==> config.mk <==
export PLATFORM = sky130hd
export DESIGN_NAME = router_fsm
export DESIGN_NICKNAME = d
export VERILOG_FILES = /design/src/rtl/router_fsm.sv
export SDC_FILE = /design/constraint.sdc
export NUM_CORES = 1
export LEC_CHECK = 0
export ABC_AREA = 1
export CORE_ASPECT_RATIO = 1.25
export CORE_MARGIN = 4
export CORE_UTILIZATION = 40
export DETAILED_ROUTE_END_ITERATION = 6
export HOLD_SLACK_MARGIN = 0.12
export PLACE_DENSITY = 0.71
export SYNTH_ARGS = -nofsm -noshare
export SYNTH_HDL_FRONTEND = slang
export SYNTH_SLANG_ARGS = --single-unit
==> constraint.sdc <==
create_clock -name clock -period 2.2 [get_ports clock]
set_clock_uncertainty 0.15 [all_clocks]
set_input_delay 0.44 -clock clock [delete_from_list [all_inputs] [get_ports clock]]
set_output_delay 0.44 -clock clock [all_outputs]
set_load 0.01 [all_outputs]
==> src/rtl/router_fsm.sv <==
// router_fsm: control state machine for the 1x3 router.
// Sequences the register block strobes, FIFO write enable and source busy.
// All outputs come straight from flops: each one is decoded from the next
// state and registered, so it always matches the current state.
module router_fsm (
    input  logic       clock,
    input  logic       reset,
    input  logic       pkt_valid,
    input  logic [1:0] data_in,
    input  logic       fifo_full,
    input  logic       fifo_empty_0,
    input  logic       fifo_empty_1,
    input  logic       fifo_empty_2,
    input  logic       soft_reset_0,
    input  logic       soft_reset_1,
    input  logic       soft_reset_2,
    input  logic       parity_done,
    input  logic       low_pkt_valid,
    output logic       write_enb_reg,
    output logic       detect_add,
    output logic       lfd_state,
    output logic       ld_state,
    output logic       laf_state,
    output logic       full_state,
    output logic       rst_int_reg,
    output logic       busy
);

    typedef enum logic [2:0] {
        DECODE_ADDRESS     = 3'd0,
        LOAD_FIRST_DATA    = 3'd1,
        LOAD_DATA          = 3'd2,
        FIFO_FULL_STATE    = 3'd3,
        LOAD_AFTER_FULL    = 3'd4,
        LOAD_PARITY        = 3'd5,
        CHECK_PARITY_ERROR = 3'd6,
        WAIT_TILL_EMPTY    = 3'd7
    } state_t;

    // Output vector bit order:
    // {detect_add, lfd_state, ld_state, laf_state, full_state, rst_int_reg, write_enb_reg, busy}
    localparam logic [7:0] OUT_RESET = 8'b1000_0000;

    state_t     state_q, state_d;
    logic [1:0] addr_q, addr_d;
    logic [7:0] out_q, out_d;

    logic [1:0] sel_addr_s;
    logic       sel_empty_s;
    logic       sel_soft_reset_s;

    // Moore decode of a state into the strobe/enable/busy vector.
    function automatic logic [7:0] decode_outputs(input state_t s);
        logic [7:0] v;
        case (s)
            DECODE_ADDRESS:     v = 8'b1000_0000;
            LOAD_FIRST_DATA:    v = 8'b0100_0001;
            LOAD_DATA:          v = 8'b0010_0010;
            LOAD_AFTER_FULL:    v = 8'b0001_0011;
            FIFO_FULL_STATE:    v = 8'b0000_1001;
            CHECK_PARITY_ERROR: v = 8'b0000_0101;
            LOAD_PARITY:        v = 8'b0000_0011;
            WAIT_TILL_EMPTY:    v = 8'b0000_0001;
            default:            v = 8'b1000_0000;
        endcase
        return v;
    endfunction

    // Pick the empty flag (live address while decoding, latched address otherwise)
    // and the soft reset of the FIFO this packet is bound for.
    always_comb begin
        sel_addr_s       = addr_q;
        sel_empty_s      = 1'b0;
        sel_soft_reset_s = 1'b0;
        if (state_q == DECODE_ADDRESS) begin
            sel_addr_s = data_in;
        end else begin
            sel_addr_s = addr_q;
        end
        case (sel_addr_s)
            2'd0:    sel_empty_s = fifo_empty_0;
            2'd1:    sel_empty_s = fifo_empty_1;
            2'd2:    sel_empty_s = fifo_empty_2;
            default: sel_empty_s = 1'b0;
        endcase
        case (addr_q)
            2'd0:    sel_soft_reset_s = soft_reset_0;
            2'd1:    sel_soft_reset_s = soft_reset_1;
            2'd2:    sel_soft_reset_s = soft_reset_2;
            default: sel_soft_reset_s = 1'b0;
        endcase
    end

    // Next-state, address capture and next-output computation.
    always_comb begin
        state_d = state_q;
        addr_d  = addr_q;
        if ((state_q == DECODE_ADDRESS) && pkt_valid) begin
            addr_d = data_in;
        end else begin
            addr_d = addr_q;
        end

        if ((state_q != DECODE_ADDRESS) && sel_soft_reset_s) begin
            state_d = DECODE_ADDRESS;
        end else begin
            case (state_q)
                DECODE_ADDRESS: begin
                    if (pkt_valid && (data_in != 2'd3) && sel_empty_s) begin
                        state_d = LOAD_FIRST_DATA;
                    end else if (pkt_valid && (data_in != 2'd3)) begin
                        state_d = WAIT_TILL_EMPTY;
                    end else begin
                        state_d = DECODE_ADDRESS;
                    end
                end
                LOAD_FIRST_DATA: state_d = LOAD_DATA;
                LOAD_DATA: begin
                    if (fifo_full) begin
                        state_d = FIFO_FULL_STATE;
                    end else if (!pkt_valid) begin
                        state_d = LOAD_PARITY;
                    end else begin
                        state_d = LOAD_DATA;
                    end
                end
                FIFO_FULL_STATE: begin
                    if (!fifo_full) begin
                        state_d = LOAD_AFTER_FULL;
                    end else begin
                        state_d = FIFO_FULL_STATE;
                    end
                end
                LOAD_AFTER_FULL: begin
                    if (parity_done) begin
                        state_d = DECODE_ADDRESS;
                    end else if (low_pkt_valid) begin
                        state_d = LOAD_PARITY;
                    end else begin
                        state_d = LOAD_DATA;
                    end
                end
                LOAD_PARITY: state_d = CHECK_PARITY_ERROR;
                CHECK_PARITY_ERROR: begin
                    if (fifo_full) begin
                        state_d = FIFO_FULL_STATE;
                    end else begin
                        state_d = DECODE_ADDRESS;
                    end
                end
                WAIT_TILL_EMPTY: begin
                    if (sel_empty_s) begin
                        state_d = LOAD_FIRST_DATA;
                    end else begin
                        state_d = WAIT_TILL_EMPTY;
                    end
                end
                default: state_d = DECODE_ADDRESS;
            endcase
        end

        out_d = decode_outputs(state_d);
    end

    // State, latched address and registered outputs; reset is synchronous.
    always_ff @(posedge clock) begin
        if (reset) begin
            state_q <= DECODE_ADDRESS;
            addr_q  <= 2'd0;
            out_q   <= OUT_RESET;
        end else begin
            state_q <= state_d;
            addr_q  <= addr_d;
            out_q   <= out_d;
        end
    end

    assign detect_add    = out_q[7];
    assign lfd_state     = out_q[6];
    assign ld_state      = out_q[5];
    assign laf_state     = out_q[4];
    assign full_state    = out_q[3];
    assign rst_int_reg   = out_q[2];
    assign write_enb_reg = out_q[1];
    assign busy          = out_q[0];

endmodule

# Word level (Yosys, flattened, before mapping)

Memories as Yosys holds them, arrays and structs flattened. A register that Yosys moved wholly into a read port is not among the register bits.
Index checks and enable logic that the tools add are counted.

Memories: 1
ROM bits: 64
Output and inout port bits: 8
Register bits after elaboration: 5
Logic and storage cells: 37

Eq/ne operators: 12
Multiplexer cells: 14
Reduce and logical (&&, ||, !) cells: 8

Memories:

| name             | words | bits a word | read ports | clocked after memory_dff | write ports | RTL line | RTL |
|---|---|---|---|---|---|---|---|
| (name not given) | 8     | 8           | 1          | 1                        | 0           | 55       | `case (s)` |

Operators by type and width:

| operator             | number |
|---|---|
| $mux W3              | 9 |
| $pmux W3 S8          | 1 |
| $eq A3 B3 Y1 const B | 4 |
| $eq A3 B2 Y1 const B | 2 |
| $pmux W1 S3          | 2 |
| $eq A2 B1 Y1 const B | 2 |
| $eq A2 B2 Y1 const B | 2 |
| $logic_and A1 B1 Y1  | 4 |
| $logic_not A2 Y1     | 2 |
| $mux W2              | 2 |
| $eq A3 B1 Y1 const B | 1 |
| $logic_not A3 Y1     | 1 |
| $reduce_bool A3 Y1   | 1 |
| $ne A2 B2 Y1 const B | 1 |

# Longest topological paths before layout

Depth after elaboration: 8
Mapped depth: 11
Gate-level depth less buffers: 11

# Least setup slack after synthesis

OpenSTA, ideal clock, no wires.

Path kind: flip-flop to flip-flop
Start point: register state_q[1]
End point: register out_q[7]
Slack: 660 ps
Arrival time: 1,269 ps
Data required time: 1,929 ps
Period minus slack after synthesis: 1,540 ps
Cell stages (with the launch flop): 11
Path through: dfxtp_1 nor2_4 nand2_4 nand2_2 nand3_1 nand3_2 nand2_2 a21oi_4 nand3_4 inv_2 a21oi_1

Word-level cells in the longest chain between the ends: 8
Elaborated cells between the ends (all ways): 20
Those cells by class: eq/ne: 9; mux: 6; reduce/logical: 5

Ends and longest elaborated chain:

| item                                 | RTL line | RTL |
|---|---|---|
| start, declared                      | 44       | `state_t state_q, state_d;` |
| start signal, assigned               | 172      | `state_q <= state_d;` |
| $logic_not A3 Y1                     | 75, 107  |  |
| $mux W2                              | 75       | `if (state_q == DECODE_ADDRESS) begin` |
| $eq A2 B2 Y1 (tied with other cells) | 80       | `case (sel_addr_s)` |
| $pmux W1 S3                          | 80       |  |
| $logic_and A1 B1 Y1                  | 109      | `if (pkt_valid && (data_in != 2'd3) && sel_empty_s) begin` |
| $mux W3                              | 109      |  |
| $pmux W3 S8                          | 107      | `case (state_q)` |
| $mux W3 *                            | 104      | `if ((state_q != DECODE_ADDRESS) && sel_soft_reset_s) begin` |
| end, declared                        | 46       | `logic [7:0] out_q, out_d;` |

Mark *: on every way between the ends. The rest lies on a longest branch, timed or not.
A chain may end at the register's enable or synchronous reset.

# Worst setup path after layout

Start point: input port data_in[1]
End point: register out_q[1]

Word-level cells in the longest chain between the ends: 7
Elaborated cells between the ends (all ways): 13
Those cells by class: eq/ne: 3; mux: 7; reduce/logical: 3

Ends and longest elaborated chain:

| item                                 | RTL line | RTL |
|---|---|---|
| start, declared                      | 9        | `input logic [1:0] data_in,` |
| $mux W2                              | 75       |  |
| $eq A2 B2 Y1 (tied with other cells) | 80       |  |
| $pmux W1 S3                          | 80       |  |
| $logic_and A1 B1 Y1                  | 109      |  |
| $mux W3                              | 109      |  |
| $pmux W3 S8 *                        | 107      |  |
| $mux W3 *                            | 104      |  |

Marks and branches as above.

==> results.json <==
{
  "cts_resized": 0,
  "finalCriticalPeriod_ns": 1.772,
  "port_buffers": 21,
  "holdBufCountCts": 0,
  "die_area_um2": 2735,
  "clock_sink_count": 13,
  "wirelength_mm": 1.701,
  "dr.first_iter.drc_count": 11,
  "syn_area_um2": 783.3,
  "grt_usage_pct": 14.51,
  "num_rows": 17,
  "nNetsFinal": 147,
  "die_width_um": 47.58,
  "core_region_area_um2": 1808,
  "grt_pass1_wl_mm": 2.898,
  "outcome": "finished clean",
  "yosys_warnings": 0,
  "vdd_drop_max_v": 0.0006825,
  "fin_area_um2": 1044,
  "ctsLongestPathBuffers": 2,
  "rsz0062_at_grt": "false",
  "pin_count": 22,
  "first_global_vias": 703,
  "synth_top_area_share_pct": 33.23,
  "place.gp.congestion": 0.7721,
  "timing.fmax_mhz": 564.5,
  "antenna_cells": 0,
  "drive_gt1_share_pct": 21.97,
  "end_kind": "flop",
  "maxCapViolations": 0,
  "setup_tns_ns": 0,
  "met2_usage_pct": 21.84,
  "gr-max-usage-layer": "met2",
  "finalMaxSlewViolations": 0,
  "p_leak_nw": 0.4524,
  "wire_per_inst_um": 11.26,
  "grt_util_met3_pct": 3.470,
  "yosys-top-cells-area": "dfxtp_1, nor2_1, nand3_1",
  "drc": 0,
  "cts.clk_slew.worst_paths_ns": 0.07,
  "vias": 746,
  "ys_types": 24,
  "critPathMaxFanout": 5,
  "die_h_um": 57.48,
  "cts.htree.levels": 1,
  "tritoncts": "yes",
  "synth_area_leader_cell": "dfxtp_1",
  "worstPathArrival_ns": 1.83,
  "routed_via_density": 4.940,
  "grt_max_degree": 10,
  "clk_latency_ns": 0.27,
  "min_period_over_period_pct": 80.52,
  "use_met1_pct": 18.89,
  "synth_nets": 121,
  "stdcell_count": 151,
  "ys_seq_area_share_pct": 33.23,
  "drt-pass1-iter-count": 4,
  "worstMarginPinSlew_ns": 0.2953,
  "postSynthAreaPerCell_um2": 7.320,
  "post-cts-setup-buffers": 0,
  "placedCellCount": 147,
  "start_kind": "primary input",
  "critPathKind": "in2reg",
  "setup_viol": 0,
  "antenna_found_initial": 0,
  "slew_headroom_pct": 80.16,
  "overflow": 0,
  "ys_seq_elements": 13,
  "drt.antenna.violating_nets": 0,
  "start_util_pct": 43.32,
  "root_buffer": "clkbuf_4",
  "power.density_nw_per_um2": 1310,
  "dp_hpwl_mm": 1.370,
  "post_dp_cell_area_um2": 1017,
  "synthCells": 107,
  "final_common_cell": "clkdlybuf4s50_1",
  "fin_total_pwr_mw": 1.367,
  "final_cell_mix": "clkdlybuf4s50_1, nor2_1, inv_1",
  "min_path_type": "reg2reg",
  "worstPathRequired_ns": 2.25,
  "fillCellCount": 173,
  "syn_to_final_growth_pct": 33.23,
  "hold_viol": 0,
  "cts_buffers": 3
}
## per-stage QoR
step           hold slack (ns)  utilization (%)  worst slack (ns)
6_report                0.3848            57.72            0.4285
5_1_grt                 0.4234            57.72            0.3026
4_1_cts                 0.3903            57.72            0.4232
3_5_place_dp            0.3800            56.26            0.1453
3_3_place_gp            0.3732            56.26            0.1493
2_1_floorplan           0.3381                -            0.6599
## cell type report
class	count	area, um2	share of cell area, %
inverters	19	75.07	7.194
well taps	19	23.77	2.278
multi-input cells	75	447.9	42.93
clock buffers	4	26.28	2.518
flip-flops and latches	13	260.3	24.94
repair buffers	21	210.2	20.14
## cell usage after synthesis (all sizes together)
| cell | instances |
|---|---|
| nand2 | 22 |
| inv | 18 |
| nor2 | 17 |
| nand3 | 16 |
| dfxtp | 13 |
| o21ai | 9 |
| a21oi | 5 |
| nand4 | 2 |
| nor3 | 2 |
| a211oi | 1 |
| clkinv | 1 |
| nand3b | 1 |
## critical path, cell delays in order
cell             delay (ns)
clkdlybuf4s50_1        0.51
inv_1                  0.05
nand3_1                0.09
nand3_1                0.10
nand3_2                0.10
nand2_2                0.08
a21oi_4                0.18
nand3_4                0.12
o21ai_2                0.15
## sequential cells by signal, summed over array words and instances, names as in the netlist
| name | cells |
|---|---|
| state_q | 3 |
| addr_q | 2 |
| out_q | 8 |
## final timing paths
path | to | cells after the start | startpoint | slack, ns
worst max register to register | out_q[1]$_SDFF_PP0_ | 9 | state_q[1]$_SDFF_PP0_ | 0.49
worst min register to register | addr_q[1]$_SDFFE_PP0P_ | 2 | addr_q[1]$_SDFFE_PP0P_ | 0.38
worst min-delay path | addr_q[1]$_SDFFE_PP0P_ | 2 | addr_q[1]$_SDFFE_PP0P_ | 0.38
worst max-delay path | out_q[1]$_SDFF_PP0_ | 9 | data_in[1] | 0.43
## power by group
part           internal [mW]  switching [mW]  total, mW
clock network         0.0702          0.0703      0.141
registers              0.306          0.0454      0.351
logic                  0.327           0.548      0.876
total                  0.703           0.664       1.37
## cell families after synthesis
family,count (synthesis),synth area share (%)
buffers and inverters,19,9.584
DFF,13,33.23
AOI/OAI and AO/OA,15,12.30
and+or+nand+nor,60,44.89
## metal layers
| metal | share of wire, % | wire length (um) |
|---|---|---|
| met1 | 43 | 738 |
| met2 | 49 | 840 |
| met3 | 4.9 | 84 |
| met4 | 2.2 | 38 |
| met5 | 0 | 0 |
Power figures use the tool's default switching activity.
